$ cat config.mk
export PLATFORM = sky130hd
export DESIGN_NAME = line_fetch_axi_flat
export DESIGN_NICKNAME = d
export VERILOG_FILES = /design/src/rtl/line_fetch_pkg.sv /design/src/rtl/line_fetch_axi_if.sv /design/src/rtl/line_fetch_addr_gen.sv /design/src/rtl/line_fetch_axi.sv /design/src/flat_wrapper.sv
export SDC_FILE = /design/constraint.sdc
export NUM_CORES = 1
export LEC_CHECK = 0
export ABC_CLOCK_PERIOD_IN_PS = 4200
export CAP_MARGIN = 20
export CORE_AREA = 2 2 100 102
export CTS_BUF_LIST = sky130_fd_sc_hd__clkbuf_8
export CTS_CLUSTER_DIAMETER = 120
export DETAILED_ROUTE_END_ITERATION = 7
export DIE_AREA = 0 0 102 104
export DONT_BUFFER_PORTS = 1
export GPL_TIMING_DRIVEN = 0
export PLACE_DENSITY = 0.82
export RECOVER_POWER = 25
export REMOVE_ABC_BUFFERS = 1
export SYNTH_ARGS = -nofsm -noshare
export SYNTH_HDL_FRONTEND = slang
export SYNTH_SLANG_ARGS = --single-unit
$ cat constraint.sdc
create_clock -name aclk -period 4.2 [get_ports aclk]
set_clock_uncertainty 0.2 [all_clocks]
set_input_delay 0.63 -clock aclk [delete_from_list [all_inputs] [get_ports aclk]]
set_output_delay 0.63 -clock aclk [all_outputs]
set_load 0.01 [all_outputs]
$ cat src/rtl/line_fetch_pkg.sv
// Shared constants and FSM state type for the line fetch AXI read master.
package line_fetch_pkg;

  localparam int unsigned WORDS_PER_LINE = 640;
  localparam int unsigned BURST_LEN      = 16;
  localparam int unsigned LINE_BYTES     = 2560;
  localparam int unsigned ADDR_W         = 32;

  localparam logic [2:0] AXI_SIZE_4B    = 3'b010;
  localparam logic [1:0] AXI_BURST_INCR = 2'b01;
  localparam logic [1:0] AXI_RESP_OKAY  = 2'b00;

  typedef enum logic [1:0] {
    IDLE,
    ADDR,
    DATA
  } fetch_state_e;

endpackage

$ cat src/rtl/line_fetch_axi_if.sv
// AXI4 read-channel bundle between the line fetcher and the DDR interconnect.
interface line_fetch_axi_if #(
  parameter int unsigned ADDR_W = 32
) ();

  logic [ADDR_W-1:0] araddr;
  logic [7:0]        arlen;
  logic [2:0]        arsize;
  logic [1:0]        arburst;
  logic              arvalid;
  logic              arready;
  logic [31:0]       rdata;
  logic [1:0]        rresp;
  logic              rlast;
  logic              rvalid;
  logic              rready;

  modport master (
    output araddr, arlen, arsize, arburst, arvalid, rready,
    input  arready, rdata, rresp, rlast, rvalid
  );

  modport slave (
    input  araddr, arlen, arsize, arburst, arvalid, rready,
    output arready, rdata, rresp, rlast, rvalid
  );

endinterface

$ cat src/rtl/line_fetch_addr_gen.sv
// Line index to frame-buffer start address; constant multiply as shift-add,
// result registered when load is high.
module line_fetch_addr_gen #(
  parameter int unsigned ADDR_W     = 32,
  parameter int unsigned LINE_BYTES = 2560,
  parameter int unsigned LINE_W     = 12
) (
  input  logic              aclk,
  input  logic              aresetn,
  input  logic              load,
  input  logic [ADDR_W-1:0] frame_base,
  input  logic [LINE_W-1:0] line_idx,
  output logic [ADDR_W-1:0] line_addr
);

  logic [ADDR_W-1:0] n_ext;
  logic [ADDR_W-1:0] offset;
  logic [ADDR_W-1:0] base_aligned;

  // one adder per set bit of LINE_BYTES: 2560 -> (n<<11)+(n<<9)
  always_comb begin
    n_ext  = ADDR_W'(line_idx);
    offset = '0;
    for (int unsigned i = 0; i < 32; i++) begin
      if (LINE_BYTES[i]) offset = offset + (n_ext << i);
    end
  end

  assign base_aligned = frame_base & ~ADDR_W'(63);

  always_ff @(posedge aclk or negedge aresetn) begin
    if (!aresetn) begin
      line_addr <= '0;
    end else if (load) begin
      line_addr <= base_aligned + offset;
    end
  end

endmodule

$ cat src/rtl/line_fetch_axi.sv
// Fetches one video line per request from DDR as BURST_LEN-beat AXI4 INCR
// bursts and streams the words out without backpressure.
module line_fetch_axi #(
  parameter int unsigned WORDS_PER_LINE = line_fetch_pkg::WORDS_PER_LINE,
  parameter int unsigned BURST_LEN      = line_fetch_pkg::BURST_LEN,
  parameter int unsigned LINE_BYTES     = line_fetch_pkg::LINE_BYTES,
  parameter int unsigned ADDR_W         = line_fetch_pkg::ADDR_W
) (
  input  logic                aclk,
  input  logic                aresetn,
  input  logic                enable,
  input  logic [ADDR_W-1:0]   frame_base,
  input  logic                line_req,
  input  logic [11:0]         line_no,
  output logic                line_data_en,
  output logic [31:0]         line_data,
  output logic                busy,
  output logic                overrun,
  output logic                rd_err,
  line_fetch_axi_if.master    m_axi
);

  import line_fetch_pkg::*;

  localparam int unsigned BEAT_W = $clog2(BURST_LEN);
  localparam int unsigned CNT_W  = $clog2(WORDS_PER_LINE + 1);
  localparam logic [ADDR_W-1:0] BURST_BYTES = ADDR_W'(BURST_LEN * 4);

  fetch_state_e      state_q, state_d;
  logic              line_req_q;
  logic              pend_v_q;
  logic [11:0]       pend_line_q;
  logic              first_q;
  logic [ADDR_W-1:0] araddr_q;
  logic [ADDR_W-1:0] gen_addr;
  logic [BEAT_W-1:0] burst_idx_q;
  logic [CNT_W-1:0]  beat_cnt_q;
  logic              data_en_q;
  logic [31:0]       data_q;
  logic              overrun_q;
  logic              rd_err_q;

  logic        req_edge;
  logic        beat;
  logic        burst_end;
  logic        last_burst;
  logic        line_done;
  logic        accept_new;
  logic        launch_pend;
  logic        launch;
  logic        store_edge;
  logic [11:0] launch_line;

  always_comb begin
    req_edge    = line_req & ~line_req_q;
    beat        = (state_q == DATA) & m_axi.rvalid;
    burst_end   = beat & (burst_idx_q == BEAT_W'(BURST_LEN - 1));
    last_burst  = (beat_cnt_q == CNT_W'(WORDS_PER_LINE - BURST_LEN));
    line_done   = burst_end & last_burst;
    accept_new  = req_edge & (state_q == IDLE) & enable & ~pend_v_q;
    // a held pending line starts as soon as enable allows, from IDLE or at line end
    launch_pend = pend_v_q & enable & ((state_q == IDLE) | line_done);
    launch      = accept_new | launch_pend;
    launch_line = pend_v_q ? pend_line_q : line_no;
    store_edge  = req_edge & ~accept_new & ((state_q != IDLE) | (enable & pend_v_q));
  end

  always_comb begin
    state_d = state_q;
    case (state_q)
      IDLE:    if (launch) state_d = ADDR;
      ADDR:    if (!first_q && m_axi.arready) state_d = DATA;
      DATA:    if (burst_end) state_d = (!last_burst || launch_pend) ? ADDR : IDLE;
      default: state_d = IDLE;
    endcase
  end

  always_ff @(posedge aclk or negedge aresetn) begin
    if (!aresetn) state_q <= IDLE;
    else          state_q <= state_d;
  end

  line_fetch_addr_gen #(
    .ADDR_W     (ADDR_W),
    .LINE_BYTES (LINE_BYTES),
    .LINE_W     (12)
  ) u_addr_gen (
    .aclk       (aclk),
    .aresetn    (aresetn),
    .load       (launch),
    .frame_base (frame_base),
    .line_idx   (launch_line),
    .line_addr  (gen_addr)
  );

  // first_q marks the ADDR cycle spent waiting for the address generator
  always_ff @(posedge aclk or negedge aresetn) begin
    if (!aresetn) begin
      line_req_q  <= 1'b0;
      first_q     <= 1'b0;
      araddr_q    <= '0;
      burst_idx_q <= '0;
      beat_cnt_q  <= '0;
      pend_v_q    <= 1'b0;
      pend_line_q <= '0;
      overrun_q   <= 1'b0;
      rd_err_q    <= 1'b0;
      data_en_q   <= 1'b0;
      data_q      <= '0;
    end else begin
      line_req_q <= line_req;
      first_q    <= launch;

      if (first_q) araddr_q <= gen_addr;
      else if (burst_end && !last_burst) araddr_q <= araddr_q + BURST_BYTES;

      if (beat) burst_idx_q <= burst_end ? '0 : burst_idx_q + 1'b1;
      if (burst_end) beat_cnt_q <= last_burst ? '0 : beat_cnt_q + CNT_W'(BURST_LEN);

      if (store_edge) begin
        pend_v_q    <= 1'b1;
        pend_line_q <= line_no;
      end else if (launch_pend) begin
        pend_v_q <= 1'b0;
      end

      if (store_edge && pend_v_q && !launch_pend) overrun_q <= 1'b1;
      // rlast must coincide exactly with the BURST_LEN-th beat
      if (beat && ((m_axi.rresp != AXI_RESP_OKAY) || (m_axi.rlast != burst_end)))
        rd_err_q <= 1'b1;

      data_en_q <= beat;
      if (beat) data_q <= m_axi.rdata;
    end
  end

  assign m_axi.araddr  = araddr_q;
  assign m_axi.arlen   = 8'(BURST_LEN - 1);
  assign m_axi.arsize  = AXI_SIZE_4B;
  assign m_axi.arburst = AXI_BURST_INCR;
  assign m_axi.arvalid = (state_q == ADDR) & ~first_q;
  assign m_axi.rready  = (state_q == DATA);

  assign line_data_en = data_en_q;
  assign line_data    = data_q;
  assign busy         = (state_q != IDLE);
  assign overrun      = overrun_q;
  assign rd_err       = rd_err_q;

endmodule
$ cat src/flat_wrapper.sv
// flat-port wrapper written by rule: the top's interface ports become plain ports
module line_fetch_axi_flat import line_fetch_pkg::*;
#(
  parameter int unsigned WORDS_PER_LINE = line_fetch_pkg::WORDS_PER_LINE,
  parameter int unsigned BURST_LEN      = line_fetch_pkg::BURST_LEN,
  parameter int unsigned LINE_BYTES     = line_fetch_pkg::LINE_BYTES,
  parameter int unsigned ADDR_W         = line_fetch_pkg::ADDR_W
)
  (aclk, aresetn, enable, frame_base, line_req, line_no, line_data_en, line_data, busy, overrun, rd_err, m_axi_araddr, m_axi_arlen, m_axi_arsize, m_axi_arburst, m_axi_arvalid, m_axi_rready, m_axi_arready, m_axi_rdata, m_axi_rresp, m_axi_rlast, m_axi_rvalid);
  line_fetch_axi_if #(.ADDR_W(ADDR_W)) m_axi_i ();
  input  logic aclk;
  input  logic aresetn;
  input  logic enable;
  input  logic [ADDR_W-1:0] frame_base;
  input  logic line_req;
  input  logic [11:0] line_no;
  output logic line_data_en;
  output logic [31:0] line_data;
  output logic busy;
  output logic overrun;
  output logic rd_err;
  output wire logic [$bits(m_axi_i.araddr)-1:0] m_axi_araddr;
  output wire logic [$bits(m_axi_i.arlen)-1:0] m_axi_arlen;
  output wire logic [$bits(m_axi_i.arsize)-1:0] m_axi_arsize;
  output wire logic [$bits(m_axi_i.arburst)-1:0] m_axi_arburst;
  output wire logic [$bits(m_axi_i.arvalid)-1:0] m_axi_arvalid;
  output wire logic [$bits(m_axi_i.rready)-1:0] m_axi_rready;
  input wire logic [$bits(m_axi_i.arready)-1:0] m_axi_arready;
  input wire logic [$bits(m_axi_i.rdata)-1:0] m_axi_rdata;
  input wire logic [$bits(m_axi_i.rresp)-1:0] m_axi_rresp;
  input wire logic [$bits(m_axi_i.rlast)-1:0] m_axi_rlast;
  input wire logic [$bits(m_axi_i.rvalid)-1:0] m_axi_rvalid;
  assign m_axi_araddr = m_axi_i.araddr;
  assign m_axi_arlen = m_axi_i.arlen;
  assign m_axi_arsize = m_axi_i.arsize;
  assign m_axi_arburst = m_axi_i.arburst;
  assign m_axi_arvalid = m_axi_i.arvalid;
  assign m_axi_rready = m_axi_i.rready;
  assign m_axi_i.arready = m_axi_arready;
  assign m_axi_i.rdata = m_axi_rdata;
  assign m_axi_i.rresp = m_axi_rresp;
  assign m_axi_i.rlast = m_axi_rlast;
  assign m_axi_i.rvalid = m_axi_rvalid;
  line_fetch_axi #(.WORDS_PER_LINE(WORDS_PER_LINE), .BURST_LEN(BURST_LEN), .LINE_BYTES(LINE_BYTES), .ADDR_W(ADDR_W)) u_core (.aclk(aclk), .aresetn(aresetn), .enable(enable), .frame_base(frame_base), .line_req(line_req), .line_no(line_no), .line_data_en(line_data_en), .line_data(line_data), .busy(busy), .overrun(overrun), .rd_err(rd_err), .m_axi(m_axi_i));
endmodule
==> impl_metrics.toml <==
[clock_network]
path_clk_slew_ns = 0.07
cts_setup_buffers = 0
htree_levels = 4
clkLatencyLatePin_ns = 0.43
cts_buffer_depth = 2
numCtsBuffers = 17
root_buffer = "clkbuf_8"
numClockSinks = 114
tritoncts = "yes"

[pwr]
power_density_nw_per_um2 = 827.6
ir_drop_uv = 641.8
p_leak_nw = 3.110

[layout]
fillers = 709
nNetsFinal = 772
area_growth_pct = 7.012
n_antenna_cell = 0
final_common_cell = "nand2_1"
final_cell_mix = "nand2_1, dfrtp_1, o21ai_0"
regArea_um2 = 2853
drive_gt1_frac = 0.1018
multiInputGateArea_um2 = 3099

[critical_path]
critPathLaunchType = "flip-flop"
r2r-end = "u_core.u_addr_gen.line_addr[30]$_DFFE_PN0P_"
slowest_stage = "dfrtp_1"
crit_type = "reg2reg"
ff2ff_path_depth = 9
end_kind = "flip-flop"
r2r_start = "u_core.pend_v_q$_DFFE_PN0P_"
cp_max_fo = 16
cp-startpoint = "u_core.pend_v_q$_DFFE_PN0P_"
r2r_slack_ns = 0.41
worstPathArrival_ns = 3.87
cpLargestDelayFamily = "compound AO/OA/AOI/OAI gates"
max_stage_delay_ns = 0.76
path_cells = "mux2_2, fa_1, ha_1, a21oi_1, nand2_1, o21ai_0, a211oi_1, xnor2_1, o21ai_0"
cp_num_buf_inv = 0
crit_required_ns = 4.28
cp_common_cell = "o21ai_0"

[global_routing]
grt_overflow = 0
grt_use_total = 0.2457
grt_pass1_wl_um = 20380
grt_pass1_vias = 4367
antenna_found_initial = 0
grt_start_max_net_pins = 115

[route]
drt-initial-drc-count = 286
drc = 0
ant_nets = 0
drt-total-wl_um = 12710
num_vias = 4468
dr.pass1.iters = 5
wl_per_cell_um = 15.87
vias_per_cell = 5.578

[sta]
hold_viol_final = 0
fin_ws_ns = 0.4117
timing.fmax_mhz = 264.0
tns_ns = 0
finalSetupViolCount = 0
rsz0062_at_grt = "false"
worst_pin_slew_ns = 2.714
finalCritPeriodShare = 0.9020
drv_slew = 115
slew_headroom = -0.8091
finalCriticalPeriod_ns = 3.788

[synth]
avgSynthCellArea_um2 = 9.380
netlist_area_um2 = 6210
synth_fa_ha_area_frac = 0.07778
async_reset_ff_frac = 1.000
yosys.cell_types.count = 48
ys_warn_count = 0
synth-seq-cells = 114
synth_top_family_by_area = "simple AND/OR/NAND/NOR gates"
synthSimpleGateAreaFrac = 0.1991
yosys_most_used_dff = "dfrtp_1"
synth_xor_area_frac = 0.06347
synth-compound-area-share = 0.1007
synth_mux_area_frac = 0.04654
synthCells = 662
synth-seq-area-share = 0.4594
synth-edff-count = 0

[run]
maxCapViolCount = 1

[floorplanning]
rows = 36
die_h_um = 104
io_pins = 168
die_area_um2 = 10610
core_um2 = 9549
start_util = 0.6503
chipWidth_um = 102

[status]
status = "complete, but fails checks"
violations = "capacitance limit, slew limit"

[min_path]
hold_class = "in2reg"
min_path_cells = 2
hold_start = "frame_base[8]"
hold_end = "u_core.u_addr_gen.line_addr[8]$_DFFE_PN0P_"

[place]
pre_cts_slack_ns = 0.4279
dp_hpwl_um = 9271
place.gp.congestion = 0.8347
port_buffers = 0
## logic make-up after synthesis
family                     after synthesis
adders and majority gates               32
other                                    2
AOI/OAI and AO/OA                      110
DFF                                    114
muxes                                   26
and+or+nand+nor                        271
xor gates and xnor gates                45
buffers and inverters                   62
## flip-flops by register name, indices dropped and copies added, names as in the netlist
signal                       cells
u_core.first_q                   1
u_core.beat_cnt_q                6
u_core.state_q                   2
u_core.pend_line_q              12
u_core.rd_err                    1
u_core.burst_idx_q               4
u_core.u_addr_gen.line_addr     26
u_core.line_req_q                1
u_core.line_data                32
u_core.m_axi.araddr             26
u_core.line_data_en              1
u_core.pend_v_q                  1
u_core.overrun                   1
## synthesized netlist by cell type (4+ instances only)
cell      count  area (um2)
a211oi_1      4       30.03
a21o_1        9       67.56
a21oi_1      18       90.09
a31oi_1       7       43.79
and3_1       12       75.07
buf_4        19       142.6
clkbuf_1     23       86.33
dfrtp_1     114        2853
fa_1         11       220.2
ha_1         21       262.8
inv_1        13       48.80
mux2_2       23       259.0
nand2_1     186       698.2
nand2b_1      5       31.28
nand3_1      12       60.06
nand4_1      15       93.84
nor2_1       15       56.30
nor2b_1       4       25.02
nor3_1        5       25.02
o21ai_0      57       285.3
o21ai_1       4       20.02
or3_1         4       25.02
xnor2_1      24       210.2
xor2_1       21       183.9
## how the worst max path moves through the flow
stage	to	cells past startpoint	slack, ns
finish	u_core.u_addr_gen.line_addr[30]$_DFFE_PN0P_	9	0.41
global route	u_core.u_addr_gen.line_addr[27]$_DFFE_PN0P_	10	0.09
CTS	u_core.u_addr_gen.line_addr[30]$_DFFE_PN0P_	11	0.42
detailed placement	u_core.u_addr_gen.line_addr[30]$_DFFE_PN0P_	9	0.43
global placement	u_core.u_addr_gen.line_addr[30]$_DFFE_PN0P_	9	0.53
floorplan	u_core.u_addr_gen.line_addr[26]$_DFFE_PN0P_	9	0.99
## through the flow
step / hold WS (ns) / util / area (um2) / total power [mW] / instances
finish: 0.1076 / 0.6959 / 6645 / 5.499 / 801
global route: 0.08531 / 0.6959 / 6645 / 5.946 / 801
CTS: 0.006444 / 0.6972 / 6658 / 5.515 / 800
detailed placement: 0.1367 / 0.6499 / 6206 / 4.419 / 766
global placement: 0.1366 / 0.6462 / 6171 / 4.270 / 764
floorplan: 0.1344 / - / 6005 / 3.864 / 631
## area by class of cell
cell class / instances / share of cell area
clock inverters: 12 / 0.02090
multi-input cells: 503 / 0.4664
repair buffers: 5 / 0.009038
inverters: 14 / 0.007908
clock buffers: 20 / 0.04142
well taps: 133 / 0.02504
flip-flops and latches: 114 / 0.4293
## power by group
group	switching [mW]	leakage, nW	internal (mW)	total (mW)
sequential	0.568	1.42	1.57	2.14
clock	0.428	0.221	0.625	1.05
combinational	1.29	1.47	1.02	2.31
total	2.28	3.11	3.22	5.50
## layer usage
metal  share of wire  GRT usage
met4           0.010    0.07810
met2            0.50     0.4117
met3           0.078    0.07997
met1            0.41     0.2985
met5               0          0
## timing repair
action	in CTS	in global routing
hold buffers	2	1
endpoints found under the hold margin	114	1
gates resized for setup	0	0
Power figures use the tool's default switching activity.
